===== src/rtl/stream_mux_pkg.sv =====
// Shared types and helpers for the stream_mux block.
package stream_mux_pkg;

  typedef enum logic {MUX_EMPTY, MUX_FULL} mux_state_t;
  typedef enum logic {MODE_FIXED, MODE_RR} mux_mode_t;

  // Channel-index width for an n-input mux.
  function automatic int sel_w(input int n);
    return $clog2(n);
  endfunction

endpackage


===== src/rtl/stream_mux_rr_arb.sv =====
// Rotating-priority picker: grants the first requesting channel after ptr,
// wrapping modulo N_IN. Purely combinational.
module stream_mux_rr_arb
  import stream_mux_pkg::*;
#(
  parameter int N_IN  = 8,
  parameter int SEL_W = sel_w(N_IN)
) (
  input  logic [N_IN-1:0]  req,
  input  logic [SEL_W-1:0] ptr,
  output logic             gnt_valid,
  output logic [SEL_W-1:0] gnt_idx
);

  logic [SEL_W:0]    shamt;
  logic [N_IN-1:0]   rot;
  int                idx;

  // Rotate requests so bit 0 is the channel just after ptr.
  always_comb begin
    shamt = {1'b0, ptr} + (SEL_W+1)'(1);
    rot   = N_IN'({req, req} >> shamt);
  end

  // First set bit of the rotated vector, mapped back to a channel index.
  always_comb begin
    gnt_valid = 1'b0;
    gnt_idx   = '0;
    idx       = 0;
    for (int j = 0; j < N_IN; j++) begin
      if (!gnt_valid && rot[j]) begin
        gnt_valid = 1'b1;
        idx       = int'(ptr) + 1 + j;
        if (idx >= N_IN) idx = idx - N_IN;
        gnt_idx   = SEL_W'(idx);
      end
    end
  end

endmodule


===== src/rtl/stream_mux.sv =====
// N-input streaming mux with valid/ready on every port and a registered
// output beat tagged with its source channel. Define STREAM_MUX_RR_EN to
// add the rr_mode port and round-robin arbitration; without it the block
// is fixed-select only.
module stream_mux
  import stream_mux_pkg::*;
#(
  parameter int N_IN   = 8,
  parameter int DATA_W = 8,
  parameter int SEL_W  = sel_w(N_IN)
) (
  input  logic                   clk,
  input  logic                   rst_n,
  input  logic [N_IN*DATA_W-1:0] in_data,
  input  logic [N_IN-1:0]        in_valid,
  output logic [N_IN-1:0]        in_ready,
  input  logic [SEL_W-1:0]       sel,
`ifdef STREAM_MUX_RR_EN
  input  logic                   rr_mode,
`endif
  output logic [DATA_W-1:0]      out_data,
  output logic [SEL_W-1:0]       out_ch,
  output logic                   out_valid,
  input  logic                   out_ready
);

  mux_state_t        state_q;
  logic [DATA_W-1:0] data_q;
  logic [SEL_W-1:0]  ch_q;
  mux_mode_t         mode;
  logic              free;
  logic              fix_vld;
  logic              chosen_vld;
  logic [SEL_W-1:0]  chosen_idx;
  logic              accept;
  logic [DATA_W-1:0] pick_data;

`ifdef STREAM_MUX_RR_EN
  logic [SEL_W-1:0]  ptr_q;
  logic [SEL_W-1:0]  ptr_d;
  logic              arb_vld;
  logic [SEL_W-1:0]  arb_idx;

  stream_mux_rr_arb #(
    .N_IN  (N_IN),
    .SEL_W (SEL_W)
  ) u_arb (
    .req       (in_valid),
    .ptr       (ptr_q),
    .gnt_valid (arb_vld),
    .gnt_idx   (arb_idx)
  );

  assign mode = rr_mode ? MODE_RR : MODE_FIXED;
`else
  assign mode = MODE_FIXED;
`endif

  // Pick the candidate channel; an out-of-range select chooses nothing.
  always_comb begin
    fix_vld = 1'b0;
    for (int i = 0; i < N_IN; i++) begin
      if (int'(sel) == i) fix_vld = 1'b1;
    end
    chosen_vld = fix_vld;
    chosen_idx = sel;
    if (mode == MODE_RR) begin
`ifdef STREAM_MUX_RR_EN
      chosen_vld = arb_vld;
      chosen_idx = arb_idx;
`else
      chosen_vld = 1'b0;
`endif
    end
  end

  // Handshake: only the chosen channel sees ready, and only when the output
  // register can take a beat this cycle. Ready is forced low during reset.
  always_comb begin
    free      = (state_q == MUX_EMPTY) || out_ready;
    in_ready  = '0;
    pick_data = '0;
    for (int i = 0; i < N_IN; i++) begin
      if (int'(chosen_idx) == i) begin
        in_ready[i] = rst_n && free && chosen_vld;
        pick_data   = in_data[i*DATA_W +: DATA_W];
      end
    end
    accept = |(in_valid & in_ready);
  end

  // Output register FSM: load on accept, drain when consumed without reload.
  always_ff @(posedge clk or negedge rst_n) begin
    if (!rst_n) begin
      state_q <= MUX_EMPTY;
      data_q  <= '0;
      ch_q    <= '0;
    end else begin
      case (state_q)
        MUX_EMPTY: begin
          if (accept) begin
            state_q <= MUX_FULL;
            data_q  <= pick_data;
            ch_q    <= chosen_idx;
          end
        end
        MUX_FULL: begin
          if (accept) begin
            data_q <= pick_data;
            ch_q   <= chosen_idx;
          end else if (out_ready) begin
            state_q <= MUX_EMPTY;
          end
        end
        default: state_q <= MUX_EMPTY;
      endcase
    end
  end

`ifdef STREAM_MUX_RR_EN
  // Pointer advances only on round-robin grants; fixed-mode beats leave it.
  always_comb begin
    ptr_d = ptr_q;
    if (accept && (mode == MODE_RR)) ptr_d = chosen_idx;
  end

  // Pointer register; reset value gives channel 0 first priority.
  always_ff @(posedge clk or negedge rst_n) begin
    if (!rst_n) ptr_q <= SEL_W'(N_IN - 1);
    else        ptr_q <= ptr_d;
  end
`endif

  assign out_valid = (state_q == MUX_FULL);
  assign out_data  = data_q;
  assign out_ch    = ch_q;

endmodule


===== config.mk =====
export PLATFORM = sky130hd
export DESIGN_NAME = stream_mux
export DESIGN_NICKNAME = d
export VERILOG_FILES = /design/src/rtl/stream_mux_pkg.sv /design/src/rtl/stream_mux_rr_arb.sv /design/src/rtl/stream_mux.sv
export SDC_FILE = /design/constraint.sdc
export NUM_CORES = 1
export LEC_CHECK = 0
export CORE_MARGIN = 2
export CORE_UTILIZATION = 36
export DETAILED_ROUTE_END_ITERATION = 8
export PLACE_DENSITY_LB_ADDON = 0.15
export SETUP_SLACK_MARGIN = 0.2
export SYNTH_ARGS = -nofsm -noshare
export SYNTH_HDL_FRONTEND = slang
export SYNTH_SLANG_ARGS = --single-unit

===== constraint.sdc =====
create_clock -name clk -period 2.6 [get_ports clk]
set_clock_uncertainty 0.05 [all_clocks]
set_input_delay 0.52 -clock clk [delete_from_list [all_inputs] [get_ports clk]]
set_output_delay 0.52 -clock clk [all_outputs]
set_load 0.01 [all_outputs]

# Yosys cells after proc, flatten, opt, wreduce, memory -nomap -nowiden
# Cells that the tools add are included.
[totals]
output_inout_bits = 20
wordCells = 47
inputBits = 78
ff_bits = 12
[classes]
bitwise_logic = 2
n_reduce_logical = 5
mux = 30
n_eq_ne = 7
[op_table]
columns = ["cell", "n"]
rows = [
  ["$mux 8", 9],
  ["$mux 1", 19],
  ["$eq 3x3->1 const B", 4],
  ["$and 8x8->8", 1],
  ["$reduce_or 8->1", 1],
  ["$eq 3x2->1 const B", 2],
  ["$eq 3x1->1 const B", 1],
  ["$logic_not 3->1", 1],
  ["$mux 3", 1],
  ["$logic_and 1x1->1", 2],
  ["$pmux 1 s2", 1],
  ["$logic_or 1x1->1", 1],
  ["$not 1->1", 1],
]

# Depth between registers and ports, before layout
# Gate-level depths: netlist of run 1.
[logic_depth]
ltp_word = 15
mapped_depth = 7
ltp_nobuf = 4

# Worst setup path after synthesis of run 1
# Ideal clock, no wire load.
[synth_timing]
path_kind = "input port to output port"
from = "input port sel[2]"
to = "output port in_ready[4]"
required_ps = 2030
t_arrival_ps = 1617
slack_ps = 413
n_path_buf = 3
cell_stages = 5
path_cell_list = "buf_6 > clkbuf_1 > clkbuf_1 > nand3_1 > nor3_1"
[synth_via]
elab_chain_len = 11
[synth_lines]
columns = ["element", "line_no", "rtl"]
rows = [
  ["start: declaration", "stream_mux.sv:17", "input logic [SEL_W-1:0] sel,"],
  ["$logic_not 3->1", "stream_mux.sv:63", "if (int'(sel) == i) fix_vld = 1'b1;"],
  ["$mux 1 (8 in a row)", "stream_mux.sv:63", ""],
  ["$logic_and 1x1->1", "stream_mux.sv:85", "in_ready[i] = rst_n && free && chosen_vld;"],
  ["$mux 1 *", "stream_mux.sv:84", "if (int'(chosen_idx) == i) begin"],
  ["end: declaration", "stream_mux.sv:16", "output logic [N_IN-1:0] in_ready,"],
]
# Mark *: on every way between the ends. The rest lies on a longest branch, timed or not.

# Final worst setup path of run 1
[layout_timing]
from = "input port out_ready"
to = "output port in_ready[2]"
[layout_via]
elab_chain_len = 4
[layout_lines]
columns = ["element", "line_no", "rtl"]
rows = [
  ["start: declaration", "stream_mux.sv:24", "input logic out_ready"],
  ["$logic_or 1x1->1", "stream_mux.sv:80", "free = (state_q == MUX_EMPTY) || out_ready;"],
  ["$logic_and 1x1->1 (2 in a row)", "stream_mux.sv:85", ""],
  ["$mux 1", "stream_mux.sv:84", ""],
]
# Every way passes these cells.

==> metrics.csv, run 1 <==
metric,value,unit
status,finished clean,
yosysTopAreaCell,dfrtp_1,
grt_max_degree,20,
cap_violations,0,
cp_data_arrival_time,1.76,ns
worst_slew_pin_slew,0.419,ns
worst_hold_slack,0.453,ns
synth_top_area_share,23.7,%
cts_buffers,3,
synth_top_family_by_area,multiplexers,
stdcell_count,292,
drtIter0Drc,44,
clock_sinks,12,
routed_wirelength,4350,um
slew_violations,0,
worstRegToRegCells,5,
leakage,1.02,nW
synth_mux_area_share,27.3,%
die_y,63.4,um
die_x,63.4,um
hold_class,reg2reg,
port_buffers,97,
coreArea,3360,um2
rsz0062_at_grt,no,
drive_gt1_share,13.8,%
area_growth,86.5,%
hold_viol_final,0,
path_class,in2out,
post_cts_buffers,0,
yosysWarnings,0,
synthTopCellsByArea,"dfrtp_1 (24%), mux2i_1 (16%), nor2_1 (7.4%)",
synth_xor_area_share,0,%
synth-simple-area-share,21.7,%
insertedDiodeCount,0,
netlist_area,1270,um2
period_share,89.8,%
multiInputGateArea,890,um2
cts_hold_buf,0,
place_inst,289,
crit_start,out_ready,
vias,1520,
critPathMaxFanout,5,
ys_seq_elements,12,
min_period,2.33,ns
fmax,428,MHz
cts_tree,yes,
gr-total-overflow,0,
ff2ff_setup_slack,0.92,ns
end_kind,output pin,
hold_depth,1,
peakVddDrop,0.000314,V
synthCells,140,
antenna_found_initial,0,
hold_end,out_data[7],
dieArea,4020,um2
grt_pass1_wl,7000,um
regArea,300,um2
synthArstFlopShare,100,%
start_util,37.7,%
via_per_inst,5.21,
finalSetupTns,0,ns
fin_nets,326,
required,2.03,ns
seq_area_frac_synth,23.7,%
holdCritStartpoint,out_data[7],
ys_types,33,
cts-root-buf,clkbuf_4,
synth_nets,218,
synth_common_cells,"nor2_1 (25), mux2i_1 (20), dfrtp_1 (12)",
clk_latency,0.26,ns
cts.path.max_buffers,2,
drc,0,
gp_congestion,0.749,
synth_area_per_cell,9.06,um2
synth_edf_count,0,
yosys.cell_count.top_type,nor2_1,
worst_setup_path_start_kind,input port,
synthAdderAreaFrac,0,%
nFillCells,293,
relSlewSlack,72.0,%
grt_use_total,21.8,%
grt_pass1_vias,1577,
cts.clk_slew.worst_paths,0.07,ns
p_per_area,356,nW/um2
rows,21,
wl_per_cell,14.9,um
setup_viol,0,
drtAntennaViolNets,0,
synth_compound_area_share,20.5,%
drt-pass1-iter-count,4,
ios,98,
r2r_start,out_valid,
synth_ff_type,dfrtp_1,
cts-htree-levels,1,
timing.rr.end,out_data[4],
place_hpwl,3720,um
[metal layers]
metal | vias to the layer above | global-route usage (%) | share of wire [%]
li1 | 746 | - | -
met1 | 698 | 23.5 | 38
met2 | 70 | 42.2 | 53
met3 | 6 | 6.61 | 8.3
met4 | 0 | 3.26 | 1.1
met5 | - | 0 | 0
[registers in the layout (all words and copies together), names as in the netlist]
signal     count
out_ch         3
out_data       8
out_valid      1
[report_power, final]
part           total (W)  internal (W)  leakage [nW]  switching [W]
clock           0.000110     0.0000536        0.0138      0.0000564
sequential      0.000263      0.000234         0.148      0.0000291
combinational   0.000469      0.000302         0.864       0.000166
total           0.000842      0.000590          1.02       0.000252
[cell families (layout without fill, tap and decap cells)]
kind of cell,after synthesis,after routing
buf+inv,14,120
flops,12,12
mux,29,29
compound gates,30,30
simple gates,55,55
[per-stage QoR]
stage / utilization (%) / setup WS, ns / instance area (um2) / power [W]
floorplan: - / 0.413 / 1270 / 0.000463
CTS: 70.3 / 0.269 / 2370 / 0.000850
finish: 70.3 / 0.266 / 2370 / 0.000842
global route: 70.3 / 0.214 / 2370 / 0.000894
detailed placement: 69.8 / -0.0744 / 2350 / 0.000737
global placement: 69.8 / -0.00269 / 2350 / 0.000724
[worst max-delay path: stages]
cell	delay [ns]
clkdlybuf4s50_1	0.46
nand2b_4	0.14
nand2_1	0.12
nor3_1	0.24
dlygate4sd2_1	0.29
[area by class of cell]
class	instances	share of cell area [%]
Clock buffer	3	0.952
Inverter	2	0.317
Multi-Input combinational cell	114	37.6
Sequential cell	12	12.7
Tap cell	46	2.43
Timing Repair Buffer	115	46.0
[repair_timing]
item                                   4_1_cts  5_1_grt
endpoints found under the hold margin        0        0
gates resized for setup                     11        0
setup endpoints to repair                    8        0
[layout by cell type (no fill, tap or decap)]
master           count
a21oi_1              1
a22o_1               1
a2bb2oi_1            6
a31oi_1              1
a32o_1               6
and2_4               1
buf_2                1
buf_4               18
clkbuf_4             3
clkdlybuf4s50_1     86
dfrtp_1             12
dlygate4sd2_1       10
inv_1                2
mux2_1               1
mux2_2               2
mux2_4               3
mux2i_1             20
mux4_2               3
nand2_1              5
nand2b_1             4
nand2b_4             1
nand3_1              5
nand3b_1             6
nor2_1              25
nor3_1               4
nor3b_1              1
nor4_1               1
o211ai_2             1
o21a_1               6
o221ai_1             6
o311ai_0             1
o311ai_1             1
or2b_1               1
or3_4                1
[how the worst max path moves through the flow]
stage                              to  slack, ns  depth (start not counted)
final                     in_ready[2]       0.27                          5
after global routing      in_ready[0]       0.21                          5
after CTS                 in_ready[2]       0.27                          5
after detailed placement  in_ready[2]      -0.07                          5
after global placement    in_ready[0]     -0.003                          5
after floorplan           in_ready[4]       0.41                          5
Note: power is estimated with default switching activity, not from simulation.
==> run 2: changes to the inputs <==
--- a/config.mk
+++ b/config.mk
@@ -5,6 +5,8 @@
 export SDC_FILE = /design/constraint.sdc
 export NUM_CORES = 1
 export LEC_CHECK = 0
+export ABC_AREA = 0
+export CAP_MARGIN = 20
 export CORE_MARGIN = 2
 export CORE_UTILIZATION = 36
 export DETAILED_ROUTE_END_ITERATION = 8
==> results of run 2 <==
No change in the layout: final DEF, timing and power equal those of run 1.
==> run 3: changes to the inputs <==
--- a/config.mk
+++ b/config.mk
@@ -5,12 +5,12 @@
 export SDC_FILE = /design/constraint.sdc
 export NUM_CORES = 1
 export LEC_CHECK = 0
-export ABC_AREA = 0
+export ABC_AREA = 1
 export CAP_MARGIN = 20
 export CORE_MARGIN = 2
-export CORE_UTILIZATION = 36
+export CORE_UTILIZATION = 30
 export DETAILED_ROUTE_END_ITERATION = 8
-export PLACE_DENSITY_LB_ADDON = 0.15
+export PLACE_DENSITY = 0.8
 export SETUP_SLACK_MARGIN = 0.2
 export SYNTH_ARGS = -nofsm -noshare
 export SYNTH_HDL_FRONTEND = slang
==> constraint.sdc (replaced) <==
create_clock -name clk -period 2 [get_ports clk]
set_clock_uncertainty 0.05 [all_clocks]
set_input_delay 0.4 -clock clk [delete_from_list [all_inputs] [get_ports clk]]
set_output_delay 0.4 -clock clk [all_outputs]
set_load 0.01 [all_outputs]
==> metrics.csv, run 3 <==
metric,value,unit,change
status,finished clean,,
clock_sinks,12,,unchanged
critPathMaxFanout,7,,+2
min_period,1.75,ns,
wl_per_cell,13.3,um,-10%
crit_end,out_data[4],,
cap_violations,0,,unchanged
drtIter0Drc,92,,+110%
synth_mux_area_share,0,%,-27 points
synth_area_per_cell,6.09,um2,-33%
gr-total-overflow,0,,unchanged
cts.path.max_buffers,2,,unchanged
grt_pass1_vias,1632,,+3.5%
synth-simple-area-share,59.6,%,+38 points
worst_slew_pin_slew,0.175,ns,-0.244 ns
drc,0,,unchanged
crit_top_cell,nor2_1,,
comb_power_share,50.1,%,-5.6 points
vias,1792,,+18%
period_share,87.6,%,
dieArea,4610,um2,+15%
p_seq_share,28.7,%,-2.5 points
crit_slowest_cell,dlygate4sd2_1,,
ios,98,,unchanged
required,2.09,ns,+0.06 ns
synthAdderAreaFrac,0,%,unchanged
ff2ff_setup_slack,0.38,ns,-0.54 ns
worst_setup_path_start_kind,input port,,
fin_nets,401,,+23%
grt_use_total,22.0,%,+0.11 points
cp_data_arrival_time,1.84,ns,+0.08 ns
cts.clk_slew.worst_paths,0.05,ns,-0.02 ns
die_x,67.9,um,+7.1%
antenna_found_initial,0,,unchanged
relSlewSlack,88.3,%,+16 points
hold_viol_final,0,,unchanged
synth_compound_area_share,3.99,%,-17 points
clk_latency,0.24,ns,-0.02 ns
routed_wirelength,4970,um,+14%
p_sw_share,31.9,%,+2.0 points
synth_top_family_by_area,simple AND/OR/NAND/NOR gates,,
ys_seq_elements,12,,unchanged
p_per_area,500,nW/um2,+41%
crit_start,sel[0],,
synth_top_area_share,24.5,%,+0.87 points
path_class,in2reg,,
area_growth,105,%,
place_hpwl,3930,um,+5.8%
cts_hold_buf,0,,unchanged
yosys.cell_count.top_type,nand2_1,,
netlist_area,1220,um2,-3.6%
die_y,67.9,um,+7.1%
cts_tree,yes,,
grt_pass1_wl,7540,um,+7.7%
gp_congestion,0.858,,+15%
grt_max_degree,19,,-5.0%
final_area,2500,um2,+5.8%
rsz0062_at_grt,no,,
yosysTopAreaCell,dfrtp_1,,
cts-htree-levels,1,,unchanged
insertedDiodeCount,0,,unchanged
synthCells,201,,+44%
cts-root-buf,clkbuf_8,,
drtAntennaViolNets,0,,unchanged
yosysWarnings,0,,unchanged
largest_reg_flops,8,,unchanged
setup_viol,0,,unchanged
slew_violations,0,,unchanged
timing.rr.end,out_data[4],,
cp_cell_sequence,dlygate4sd2_1 -> buf_6 -> inv_6 -> nand2_2 -> buf_4 -> nor2_1 -> nand3_1 -> nand2_2 -> nor2_4 -> nand2_4 -> nand2_1 -> nor2_1 -> nor2_1,,
fmax,571,MHz,
internal-power,0.000852,W,+44%
p_sw,0.000400,W,+59%
worstRegToRegCells,9,,+4
synth_nets,279,,+28%
drive_gt1_share,21.7,%,+7.9 points
synth_ff_type,dfrtp_1,,
rows,23,,+9.5%
cts_buffers,3,,unchanged
final_common_cell,clkdlybuf4s50_1,,
synth_xor_area_share,0,%,unchanged
seq_area_frac_synth,24.5,%,+0.87 points
via_per_inst,4.82,,-7.5%
leakage,1.15,nW,+12%
port_buffers,97,,unchanged
cpPeakStageDelay,0.25,ns,-0.21 ns
drt-pass1-iter-count,4,,unchanged
coreArea,3970,um2,+18%
final_cell_mix,"clkdlybuf4s50_1 (84), nand2_1 (54), nand3_1 (28)",,
peakVddDrop,0.000303,V,-3.5%
dpl_cell_area,2380,um2,+1.5%
synthArstFlopShare,100,%,unchanged
start_util,30.8,%,-6.9 points
synth_common_cells,"nand2_1 (57), nand3_1 (29), nor2_1 (27)",,
synth_edf_count,0,,unchanged
clkPwrFrac,21.2,%,+8.1 points
r2r_start,out_valid,,
final_core_util,63.0,%,-7.3 points
synthTopCellsByArea,"dfrtp_1 (25%), nand2_1 (17%), nand3_1 (12%)",,
end_kind,flop,,
hold_class,in2async,,
ys_types,22,,-33%
run 3: cell types whose count changed after synthesis, sizes merged, moves of 6 or more:
| cell | delta |
|---|---|
| a21oi | +6 |
| a2bb2oi | -6 |
| a32o | -6 |
| inv | +19 |
| mux2 | -6 |
| mux2i | -20 |
| nand2 | +56 |
| nand3 | +25 |
| nand3b | -6 |
| nand4 | +18 |
| nor2 | +9 |
| o21a | -6 |
| o221ai | -6 |
run 3: area by class of cell:
cell class | instances | area (um2)
Fill cell | 377 | 1470
Timing Repair Buffer | 123 | 1130
Multi-Input combinational cell | 160 | 847
Sequential cell | 12 | 300
Inverter | 22 | 105
Tap cell | 50 | 62.6
Clock buffer | 4 | 55.1
Timing Repair inverter | 1 | 6.26
run 3: power by group through the flow:
| stage | Combinational (W) | Sequential, W | Clock, W |
|---|---|---|---|
| CTS | 0.000626 | 0.000359 | 0.000272 |
| global placement | 0.000596 | 0.000360 | 0 |
| finish | 0.000627 | 0.000359 | 0.000266 |
| floorplan | 0.000193 | 0.000392 | 0 |
| detailed placement | 0.000605 | 0.000359 | 0 |
| global route | 0.000681 | 0.000369 | 0.000287 |
run 3: logic make-up (layout without fill, tap and decap cells):
family	count (synthesis)	in the layout
and+or+nand+nor	150	151
buffers and inverters	30	150
DFF	12	12
AOI/OAI and AO/OA	9	9
run 3: worst max-delay path, delay by kind of cell:
family / cells / cell delay (ns)
buffers and inverters: 4 / 0.61
AND/OR/NAND/NOR: 9 / 0.84
run 3: layer usage:
| metal | GRT usage, % | wire (um) |
|---|---|---|
| met5 | 0 | 0 |
| met2 | 40.2 | 2470 |
| met4 | 3.50 | 41 |
| met3 | 6.58 | 474 |
| met1 | 25.6 | 1980 |
run 3: stage by stage:
step	total power, W	TNS [ns]	setup WS (ns)	std cells	hold slack, ns
floorplan	0.000585	0	0.381	201	0.0544
global placement	0.000956	-5.34	-0.364	365	0.406
detailed placement	0.000965	-6.31	-0.452	365	0.415
CTS	0.00126	0	0.269	371	0.167
global route	0.00134	0	0.201	372	0.190
finish	0.00125	0	0.247	372	0.171
run 3: worst min-delay path by stage:
stage | cells after the start | from | slack [ns] | endpoint
floorplan | 0 | rst_n | 0.05 | out_ch[0]
CTS | 2 | rst_n | 0.17 | out_data[2]
global route | 2 | rst_n | 0.19 | out_data[2]
global placement | 2 | out_ch[2] | 0.41 | out_ch[2]
finish | 2 | rst_n | 0.17 | out_data[2]
detailed placement | 2 | out_ch[2] | 0.42 | out_ch[2]
run 3: what timing repair did:
item | in CTS | in global routing
hold endpoints to repair | 0 | 0
setup buffers | 0 | 1
gates resized for setup | 61 | 5
pin swaps | 6 | 4
cloned | 2 | 0
setup endpoints to repair | 20 | 4
